`src/rtl/eq_mgt_pkg.sv`:
```
// eq_mgt_pkg
//   Shared definitions for the multi-channel EQ producer-index manager.
//   Default widths, response field offsets, and the full-EQ compare.
//   Response head layout: {full, eqn, pi}.
package eq_mgt_pkg;

    localparam int NUM_CH_DEF      = 3;
    localparam int NUM_EQ_DEF      = 16;
    localparam int EQN_W_DEF       = 4;
    localparam int DEPTH_LOG_DEF   = 8;
    localparam int PI_W_DEF        = DEPTH_LOG_DEF + 1;
    localparam int REQ_HEAD_W_DEF  = 32;
    localparam int RESP_HEAD_W_DEF = 1 + EQN_W_DEF + PI_W_DEF;

    localparam int RESP_PI_LSB   = 0;
    localparam int RESP_EQN_LSB  = PI_W_DEF;
    localparam int RESP_FULL_BIT = PI_W_DEF + EQN_W_DEF;

    // The EQ is full when the producer is exactly one depth ahead of the
    // consumer. Only equality is tested, so an illegal CI that puts the
    // distance beyond the depth is never reported as full.
    function automatic logic eq_full(input logic [31:0] pi, input logic [31:0] ci,
                                     input int pi_w, input int depth_log);
        logic [31:0] mask;
        mask = (32'd1 << pi_w) - 32'd1;
        return ((pi - ci) & mask) == (32'd1 << depth_log);
    endfunction

endpackage

```
`src/rtl/eq_mgt_rr_arb.sv`:
```
// eq_mgt_rr_arb
//   Rotating-priority arbiter: grants at most one eligible requester per
//   cycle, searching from ptr; after a grant to c the pointer moves to c+1.
// Ports
//   clk, rst_n : clock, async active-low reset
//   req_i      : per-channel eligibility
//   grant_o    : one-hot (or zero) grant
module eq_mgt_rr_arb
    import eq_mgt_pkg::*;
#(
    parameter int NUM_CH = NUM_CH_DEF
) (
    input  logic              clk,
    input  logic              rst_n,
    input  logic [NUM_CH-1:0] req_i,
    output logic [NUM_CH-1:0] grant_o
);

    localparam int PTR_W = (NUM_CH > 1) ? $clog2(NUM_CH) : 1;

    logic [PTR_W-1:0] ptr_q, ptr_d;
    logic             found;
    int               idx;

    always_comb begin
        grant_o = '0;
        ptr_d   = ptr_q;
        found   = 1'b0;
        idx     = 0;
        for (int i = 0; i < NUM_CH; i++) begin
            idx = int'(ptr_q) + i;
            if (idx >= NUM_CH) idx = idx - NUM_CH;
            if (!found && req_i[idx]) begin
                found        = 1'b1;
                grant_o[idx] = 1'b1;
                ptr_d        = (idx == NUM_CH - 1) ? '0 : PTR_W'(idx + 1);
            end
        end
    end

    always_ff @(posedge clk or negedge rst_n) begin
        if (!rst_n) ptr_q <= '0;
        else        ptr_q <= ptr_d;
    end

endmodule

```
`src/rtl/eq_mgt_mc.sv`:
```
// eq_mgt_mc
//   Multi-channel EQ producer-index manager. Each channel requests the next
//   slot of an EQ; one round-robin grant per cycle; returns {full, eqn, pi}
//   one cycle later and holds it until accepted. Software writes CI.
// Ports
//   clk, rst_n                : clock, async active-low reset
//   req_valid/req_head/req_ready    : per-channel request (eqn in low bits)
//   resp_valid/resp_head/resp_ready : per-channel response {full, eqn, pi}
//   ci_wr_valid/ci_wr_eqn/ci_wr_idx : consumer-index update
//   ovf_pulse/ovf_eqn         : request hit a full EQ; last overflowing EQ
module eq_mgt_mc
    import eq_mgt_pkg::*;
#(
    parameter int NUM_CH      = NUM_CH_DEF,
    parameter int NUM_EQ      = NUM_EQ_DEF,
    parameter int EQN_W       = EQN_W_DEF,
    parameter int DEPTH_LOG   = DEPTH_LOG_DEF,
    parameter int PI_W        = DEPTH_LOG + 1,
    parameter int REQ_HEAD_W  = REQ_HEAD_W_DEF,
    parameter int RESP_HEAD_W = 1 + EQN_W + PI_W
) (
    input  logic                          clk,
    input  logic                          rst_n,
    input  logic [NUM_CH-1:0]             req_valid,
    input  logic [NUM_CH*REQ_HEAD_W-1:0]  req_head,
    output logic [NUM_CH-1:0]             req_ready,
    output logic [NUM_CH-1:0]             resp_valid,
    output logic [NUM_CH*RESP_HEAD_W-1:0] resp_head,
    input  logic [NUM_CH-1:0]             resp_ready,
    input  logic                          ci_wr_valid,
    input  logic [EQN_W-1:0]              ci_wr_eqn,
    input  logic [PI_W-1:0]               ci_wr_idx,
    output logic                          ovf_pulse,
    output logic [EQN_W-1:0]              ovf_eqn
);

    logic [PI_W-1:0]        pi_q [NUM_EQ];
    logic [PI_W-1:0]        ci_q [NUM_EQ];
    logic [NUM_CH-1:0]      resp_valid_q;
    logic [RESP_HEAD_W-1:0] resp_head_q [NUM_CH];
    logic                   ovf_pulse_q;
    logic [EQN_W-1:0]       ovf_eqn_q;

    logic [NUM_CH-1:0]      eligible;
    logic [NUM_CH-1:0]      grant;
    logic                   any_gnt;
    logic [EQN_W-1:0]       g_eqn;
    logic [PI_W-1:0]        g_pi;
    logic                   g_full;
    logic [PI_W-1:0]        pi_d;
    logic                   unused_head;

    // A channel may be granted only if its single response slot frees up
    // by the next edge; this keeps at most one response outstanding.
    assign eligible = req_valid & (~resp_valid_q | resp_ready);

    eq_mgt_rr_arb #(.NUM_CH(NUM_CH)) u_arb (
        .clk     (clk),
        .rst_n   (rst_n),
        .req_i   (eligible),
        .grant_o (grant)
    );

    assign req_ready = grant;
    assign any_gnt   = |grant;

    always_comb begin
        g_eqn = '0;
        for (int c = 0; c < NUM_CH; c++) begin
            if (grant[c]) g_eqn = req_head[c*REQ_HEAD_W +: EQN_W];
        end
    end

    // Full compare uses registered CI, so a same-cycle CI write is not seen.
    assign g_pi   = pi_q[g_eqn];
    assign g_full = eq_full(32'(g_pi), 32'(ci_q[g_eqn]), PI_W, DEPTH_LOG);
    assign pi_d   = g_pi + PI_W'(1);

    always_ff @(posedge clk or negedge rst_n) begin
        if (!rst_n) begin
            for (int e = 0; e < NUM_EQ; e++) begin
                pi_q[e] <= '0;
                ci_q[e] <= '0;
            end
            for (int c = 0; c < NUM_CH; c++) resp_head_q[c] <= '0;
            resp_valid_q <= '0;
            ovf_pulse_q  <= 1'b0;
            ovf_eqn_q    <= '0;
        end else begin
            for (int c = 0; c < NUM_CH; c++) begin
                if (grant[c]) begin
                    resp_valid_q[c] <= 1'b1;
                    resp_head_q[c]  <= {g_full, g_eqn, g_pi};
                end else if (resp_ready[c]) begin
                    resp_valid_q[c] <= 1'b0;
                end
            end
            if (any_gnt && !g_full) pi_q[g_eqn] <= pi_d;
            if (ci_wr_valid) ci_q[ci_wr_eqn] <= ci_wr_idx;
            ovf_pulse_q <= any_gnt & g_full;
            if (any_gnt && g_full) ovf_eqn_q <= g_eqn;
        end
    end

    for (genvar c = 0; c < NUM_CH; c++) begin : g_resp
        assign resp_head[c*RESP_HEAD_W +: RESP_HEAD_W] = resp_head_q[c];
    end

    assign resp_valid  = resp_valid_q;
    assign ovf_pulse   = ovf_pulse_q;
    assign ovf_eqn     = ovf_eqn_q;
    assign unused_head = ^req_head;

endmodule

```
`config.mk`:
```
export PLATFORM = sky130hd
export DESIGN_NAME = eq_mgt_mc
export DESIGN_NICKNAME = d
export VERILOG_FILES = /design/src/rtl/eq_mgt_pkg.sv /design/src/rtl/eq_mgt_rr_arb.sv /design/src/rtl/eq_mgt_mc.sv
export SDC_FILE = /design/constraint.sdc
export NUM_CORES = 1
export LEC_CHECK = 0
export ABC_AREA = 1
export CORE_ASPECT_RATIO = 0.75
export CORE_MARGIN = 1.5
export CORE_UTILIZATION = 40
export DETAILED_ROUTE_END_ITERATION = 8
export SYNTH_ARGS = -nofsm -noshare
export SYNTH_HDL_FRONTEND = slang
export SYNTH_HIERARCHICAL = 1
export SYNTH_SLANG_ARGS = --single-unit
```
`constraint.sdc`:
```
create_clock -name clk -period 9.82 [get_ports clk]
set_input_delay 1.964 -clock clk [delete_from_list [all_inputs] [get_ports clk]]
set_output_delay 1.964 -clock clk [all_outputs]
set_load 0.01 [all_outputs]
```
; Word level (Yosys, flattened, before mapping)
; Index checks and enable logic that the tools add are counted.
[word_totals]
reg_bits = 340
output_inout_bits = 53
word_cells = 143
[classes]
addsub = 10
order_cmp = 13
eq_ne = 4
muxes = 50
bitwise_logic = 8
n_reduce_logical = 17
[ops]
columns = op, n
row1 = 144-bit bitwise mux, 2
row2 = "32-bit by 3-bit equality test with 1-bit output, second input constant", 3
row3 = "32-bit by 1-bit >= comparator with 1-bit output, second input constant", 3
row4 = "32-bit by 4-bit < comparator with 1-bit output, second input constant", 3
row5 = 32-bit 2-to-1 mux, 3
row6 = 9-bit binary-select mux with 4-bit select, 2
row7 = 9-bit demux with 4-bit select, 2
row8 = "32-bit by 3-bit >= comparator with 1-bit output, second input constant", 2
row9 = "32-bit by 3-bit subtractor with 32-bit output, second input constant", 2
row10 = 9-bit 2-to-1 mux, 6
row11 = 1-bit 2-to-1 mux, 17
row12 = 2-bit 2-to-1 mux, 6
row13 = 4-bit 2-to-1 mux, 3
row14 = "5-bit >= comparator, second input constant", 2
row15 = "5-bit by 1-bit < comparator with 1-bit output, second input constant", 2
row16 = 4-bit NOT with 5-bit output, 2
row17 = "9-bit by 1-bit adder with 9-bit output, second input constant", 1
row18 = "9-bit equality test, second input constant", 1
row19 = 1-bit logical AND, 9
row20 = 3-bit 2-to-1 mux, 3
row21 = 3-bit bitwise OR, 3
row22 = 9-bit subtractor, 1
row23 = "2-bit adder, second input constant", 3
row24 = 1-bit binary-select mux with 2-bit select, 3
row25 = other kinds (12), 18

; Longest topological paths before layout
[logic_depth]
depth_word = 24
ltp_mapped = 41
depth_no_buf = 37

; By module
; The synthesis kept the hierarchy.
[by_module_without_submodules]
columns = module, n_inst, cells_per_inst, area_per_inst_um2, seq_area_each_um2
row1 = eq_mgt_mc, 1, 1974, 16379.5, 8458.1
row2 = eq_mgt_rr_arb, 1, 53, 320.3, 50.0

; Worst setup path after synthesis
; No wires, ideal clock.
[synth_timing]
path_kind = in2reg
startpoint = in resp_ready[1]
endpoint = reg pi_q[134] in the netlist's numbering
setup_time_ns = 0.118
arrival_time_ns = 6.739
slack_ns = 2.964
cell_stages = 31
path_buffers = 6
path_cell_list = o21a_1 > nand2_1 > nand2_1 > nand2_1 > nand2_2 > a21oi_2 > nand2_2 > o21ai_1 > a21oi_1 > a21oi_4 > nor2_1 > inv_1 > buf_2 > buf_2 > buf_1 > buf_1 > o22ai_1 > o21ai_0 > nand4_1 > ha_1 > a21o_1 > a221oi_1 > nand3_1 > nand2_1 > inv_2 > nand3_1 > buf_6 > buf_8 > nand3_4 > nand2_1 > nand2_1
[synth_via]
elab_cells_between_ends = 44
[synth_rtl]
columns = element, line
row1 = "start, declared", eq_mgt_mc.sv:29  ; input logic [NUM_CH-1:0] resp_ready,
row2 = 3-bit bitwise OR *, eq_mgt_mc.sv:55  ; assign eligible = req_valid & (~resp_valid_q | resp_ready);
row3 = 3-bit bitwise AND *, eq_mgt_mc.sv:55
row4 = 1-bit binary-select mux with 2-bit select, eq_mgt_rr_arb.sv:33  ; if (!found && req_i[idx]) begin
row5 = 1-bit 2-to-1 mux (implied by the code) (2 in a row), eq_mgt_rr_arb.sv:33
row6 = 1-bit 2-to-1 mux, eq_mgt_rr_arb.sv:33
row7 = 1-bit zero test, eq_mgt_rr_arb.sv:33
row8 = 1-bit logical AND, eq_mgt_rr_arb.sv:33
row9 = 1-bit 2-to-1 mux, eq_mgt_rr_arb.sv:33
row10 = [... 3 more ...], -
row11 = net req_ready[1], eq_mgt_mc.sv:26  ; output logic [NUM_CH-1:0] req_ready,
row12 = 4-bit 2-to-1 mux (2 in a row), eq_mgt_mc.sv:70  ; if (grant[c]) g_eqn = req_head[c*REQ_HEAD_W +: EQN_W];
row13 = 4-bit NOT with 5-bit output (implied by the code), "eq_mgt_mc.sv:75, eq_mgt_mc.sv:76, eq_mgt_mc.sv:98"
row14 = "9-bit binary-select mux with 4-bit select, on equally long branches", "eq_mgt_mc.sv:75, eq_mgt_mc.sv:76"
row15 = "9-bit 2-to-1 mux, on equally long branches (2 in a row)", "eq_mgt_mc.sv:75, eq_mgt_mc.sv:76"
row16 = 9-bit subtractor, eq_mgt_pkg.sv:26  ; return ((pi - ci) & mask) == (32'd1 << depth_log);
row17 = 9-bit equality test, eq_mgt_pkg.sv:26
row18 = 1-bit zero test, eq_mgt_mc.sv:98  ; if (any_gnt && !g_full) pi_q[g_eqn] <= pi_d;
row19 = 1-bit logical AND, eq_mgt_mc.sv:98
row20 = "end signal, assigned by index", eq_mgt_mc.sv:98
row21 = "end, declared", eq_mgt_mc.sv:37  ; logic [PI_W-1:0] pi_q [NUM_EQ];
; The timed path passes the listed nets; every way through them passes the cells marked *. The select of a mux whose other input is x is not followed.
; A chain may end at the register's enable or synchronous reset.

; Worst setup path in the final report
[layout_timing]
startpoint = in resp_ready[1]
endpoint = reg pi_q[108] in the netlist's numbering
[layout_via]
elab_chain_len = 23
elab_cells_between_ends = 44
[layout_lines]
columns = element, line
row1 = 3-bit bitwise OR *, eq_mgt_mc.sv:55
row2 = 3-bit bitwise AND *, eq_mgt_mc.sv:55
row3 = net eligible[1], eq_mgt_mc.sv:44  ; logic [NUM_CH-1:0] eligible;
row4 = 1-bit binary-select mux with 2-bit select, eq_mgt_rr_arb.sv:33
row5 = 1-bit 2-to-1 mux (implied by the code) (2 in a row), eq_mgt_rr_arb.sv:33
row6 = 1-bit 2-to-1 mux, eq_mgt_rr_arb.sv:33
row7 = 1-bit zero test, eq_mgt_rr_arb.sv:33
row8 = 1-bit logical AND, eq_mgt_rr_arb.sv:33
row9 = [... 7 more ...], -
row10 = 4-bit NOT with 5-bit output (implied by the code) *, eq_mgt_mc.sv:75  ; assign g_pi = pi_q[g_eqn];
row11 = 9-bit binary-select mux with 4-bit select *, eq_mgt_mc.sv:75
row12 = 9-bit 2-to-1 mux (implied by the code) * (2 in a row), eq_mgt_mc.sv:75
row13 = net g_pi[5], eq_mgt_mc.sv:48  ; logic [PI_W-1:0] g_pi;
row14 = 9-bit subtractor *, eq_mgt_pkg.sv:26
row15 = 9-bit equality test *, eq_mgt_pkg.sv:26
row16 = 1-bit zero test *, eq_mgt_mc.sv:98
row17 = 1-bit logical AND *, eq_mgt_mc.sv:98
; Marked as above.

==> metrics.md <==
| Metric | Value |
|---|---|
| Status | completed |
| Area Growth Syn to Fin | 14.8% |
| Clk_lat worst skew | 0.54 ns |
| Hold Path Stages | 2 |
| Worst reg2reg path depth | 28 |
| Worst-path fanout max | roughly 160 |
| Worst path arrival time | about 9 ns |
| Critical path class | in2reg |
| Pin count of the biggest net entering global routing | 186 |
| Die width | around 240 um |
| Post-DP HPWL | 31700 um |
| Fin crit share | 0.902 |
| Ys flop type | dfrtp_1 |
| Endpoint type of the worst setup path | flip-flop |
| Final setup TNS | 0 ns |
| Global-route wire length before repair | about 79000 um |
| Slowest CP cell | o21ai_1 |
| CTS max path bufs | 3 |
| EDFF count, synth | 0 |
| Reg2reg end | pi_q[108] |
| Max-cap viol count | 0 |
| Slew margin rel. | 0.216 |
| Endpoint, Worst Hold | pi_q[75] |
| Reg2Reg Setup Slack | 2.23 ns |
| Final Hold Fails | 0 |
| Worst-Margin Slew | 1.18 ns |
| Hold buffer count at cts | 0 |
| Worst EP required | 10.23 ns |
| Seq/Total Area, Yosys | 0.509 |
| Synthesized area | 16700 sq um |
| Vias per Instance | 5.48 |
| CP max stage delay | 0.67 ns |
| Count of final setup violators | 0 |
| Core Area | 41000 sq um |
| Cells after Synth | 2027 |
| Grt ovf | 0 |
| Fmax achieved | 0.113 GHz |
| # clock sinks | between 300 and 400 |
| RSZ-0062 raised after global routing | false |
| Via count | ~15000 |
| CTS Buf Count | 36 |
| Clock Tree Root | clkbuf_16 |
| DRT antenna net count | 0 |
| Final Wtd Congestion | 0.854 |
| Post-CTS setup buffer count | 0 |
| Dominant cell type by count on the critical path | nand2_1 |
| Worst Hold Launch | pi_q[75] |
| DRC Markers | 0 |
| Min-Delay Path Class | reg2reg |
| Post-Syn Nets | 2158 |
| Die Y | 180 um |
| YS warnings | 6 |
| Io pins | 171 |
| Clock Pin Slew Worst Setup and Hold Paths | 0.06 ns |
| Top cell type's share of synthesized area | 0.509 |
| H-tree depth | 2 |
| Synth top area cells | dfrtp_1, nand2_1, nand4_1, o21ai_0, inv_1 |
| Yosys top cell by area | dfrtp_1 |
| Total Nets Final | about 2200 |
| GRT Util Overall | 0.236 |
| Fin. max-slew vios | 0 |
| Period minus WS final | 8.86 ns |
| Layout cells sized above 1 | 0.0745 |
| Top post-synthesis cells by count | nand2_1, dfrtp_1, o21ai_0, nand4_1, inv_1 |
| Most common cell in the synthesized netlist | nand2_1 |
| Initial DRT Pass Iterations | 7 |
| # port buffers | 86 |
| Worst Skew | 0.0223 ns |
| Routed WL per cell | between 15 and 20 um |
| Antenna violations before repair | 1 |
| Number of library cell types mapped by synthesis | 45 |
| #FFs+latches synth | 340 |
| DR iter-0 viols | 1694 |
| Die area | 43000 sq um |
| Syn avg cell area | 8.24 sq um |
| Initial Util | 0.407 |
| Asr flop ratio synth | 1.00 |
| Routed Wire Length | roughly 51000 um |
| CTS tree | done |
| Fillers | 4006 |
| Site Rows | 64 |
| Launching point of the worst reg2reg path | u_arb/ptr_q[0] |
| Number of global-route vias before repair | 13803 |
| Post-CTS sizing | 0 |
| Worst setup SP type | input pin |
cells by family (layout without fill, tap and decap cells):
| group | after synthesis | count (layout) | share of synthesized area |
|---|---|---|---|
| other | 0 | 1 | 0 |
| adders and majority gates | 13 | 13 | 0.00974 |
| AOI/OAI and AO/OA | 364 | 364 | 0.123 |
| DFF | 340 | 340 | 0.509 |
| and+or+nand+nor | 1045 | 1045 | 0.284 |
| buffers and inverters | 256 | 324 | 0.0678 |
| xor gates and xnor gates | 9 | 9 | 0.00607 |
worst max-delay path, delay by kind of cell:
kind | cells | cell delay (ns)
AOI/OAI and AO/OA | 7 | 2.19
and+or+nand+nor | 16 | 2.56
buffers and inverters | 5 | 2.00
adders and majority gates | 1 | 0.37
per-layer routing:
layer  share of wire  global-route usage
met5               0                   0
met4           0.020              0.0592
met3           0.093              0.0537
met2            0.43               0.346
met1            0.46               0.349
layout by cell type (no fill, tap or decap), types with 8 or more instances in the layout:
cell type	Yosys	layout
nor2_1	112	110
nand3_2	8	8
o21ai_0	171	171
buf_4	6	35
nor2_2	7	9
clkinv_2	0	12
nand3_4	10	12
clkbuf_16	0	38
nand3b_1	17	17
ha_1	13	13
nand3_1	73	71
nand4_1	161	161
a22oi_1	24	24
o21ai_1	13	13
clkdlybuf4s50_1	0	85
dfrtp_1	340	340
nand2_1	644	644
o22ai_1	68	68
a21oi_1	62	62
inv_2	13	13
inv_1	119	119
clkbuf_1	64	8
area by class of cell:
cell class / instances / area [sq um] / share of cell area
Clock inverter: 16 / 145 / 0.00757
Timing Repair Buffer: 124 / 1190 / 0.0620
Inverter: 135 / 507 / 0.0264
Clock buffer: 49 / 1020 / 0.0533
Multi-Input combinational cell: 1431 / 7090 / 0.370
Tap cell: 561 / 702 / 0.0366
Antenna cell: 1 / 2.50 / 0.000131
Sequential cell: 340 / 8510 / 0.444
worst max-delay path by stage:
stage	end	start	slack, ns	cells after the start
6_report	pi_q[108]	resp_ready[1]	0.96	29
5_1_grt	pi_q[116]	resp_ready[0]	0.32	34
4_1_cts	pi_q[109]	resp_ready[1]	1.17	34
3_5_place_dp	pi_q[88]	resp_ready[1]	0.65	34
3_3_place_gp	pi_q[112]	resp_ready[0]	0.70	34
2_1_floorplan	pi_q[134]	resp_ready[1]	2.96	31
metrics by stage:
| step | instance area, sq um | instances | setup WS (ns) | hold WS [ns] | util |
|---|---|---|---|---|---|
| global placement | 18000 | 2591 | 0.700 | 0.444 | 0.439 |
| detailed placement | 18000 | 2591 | 0.654 | 0.451 | 0.439 |
| global route | 19200 | 2656 | 0.316 | 0.489 | 0.467 |
| CTS | 19200 | 2656 | 1.17 | 0.466 | 0.467 |
| finish | 19200 | 2657 | 0.961 | 0.465 | 0.467 |
| floorplan | 16700 | 2027 | 2.96 | 0.433 | - |
sequential cells by signal, summed over array words and instances (netlist names):
name and flops:
ci_q 144, pi_q 144, resp_head 42, ovf_eqn 4, resp_valid 3, u_arb/ptr_q 2, ovf_pulse 1
Power is left out: the tool's default activity adds up to more than one toggle a clock period on the data nets, which glitch-free logic cannot reach.
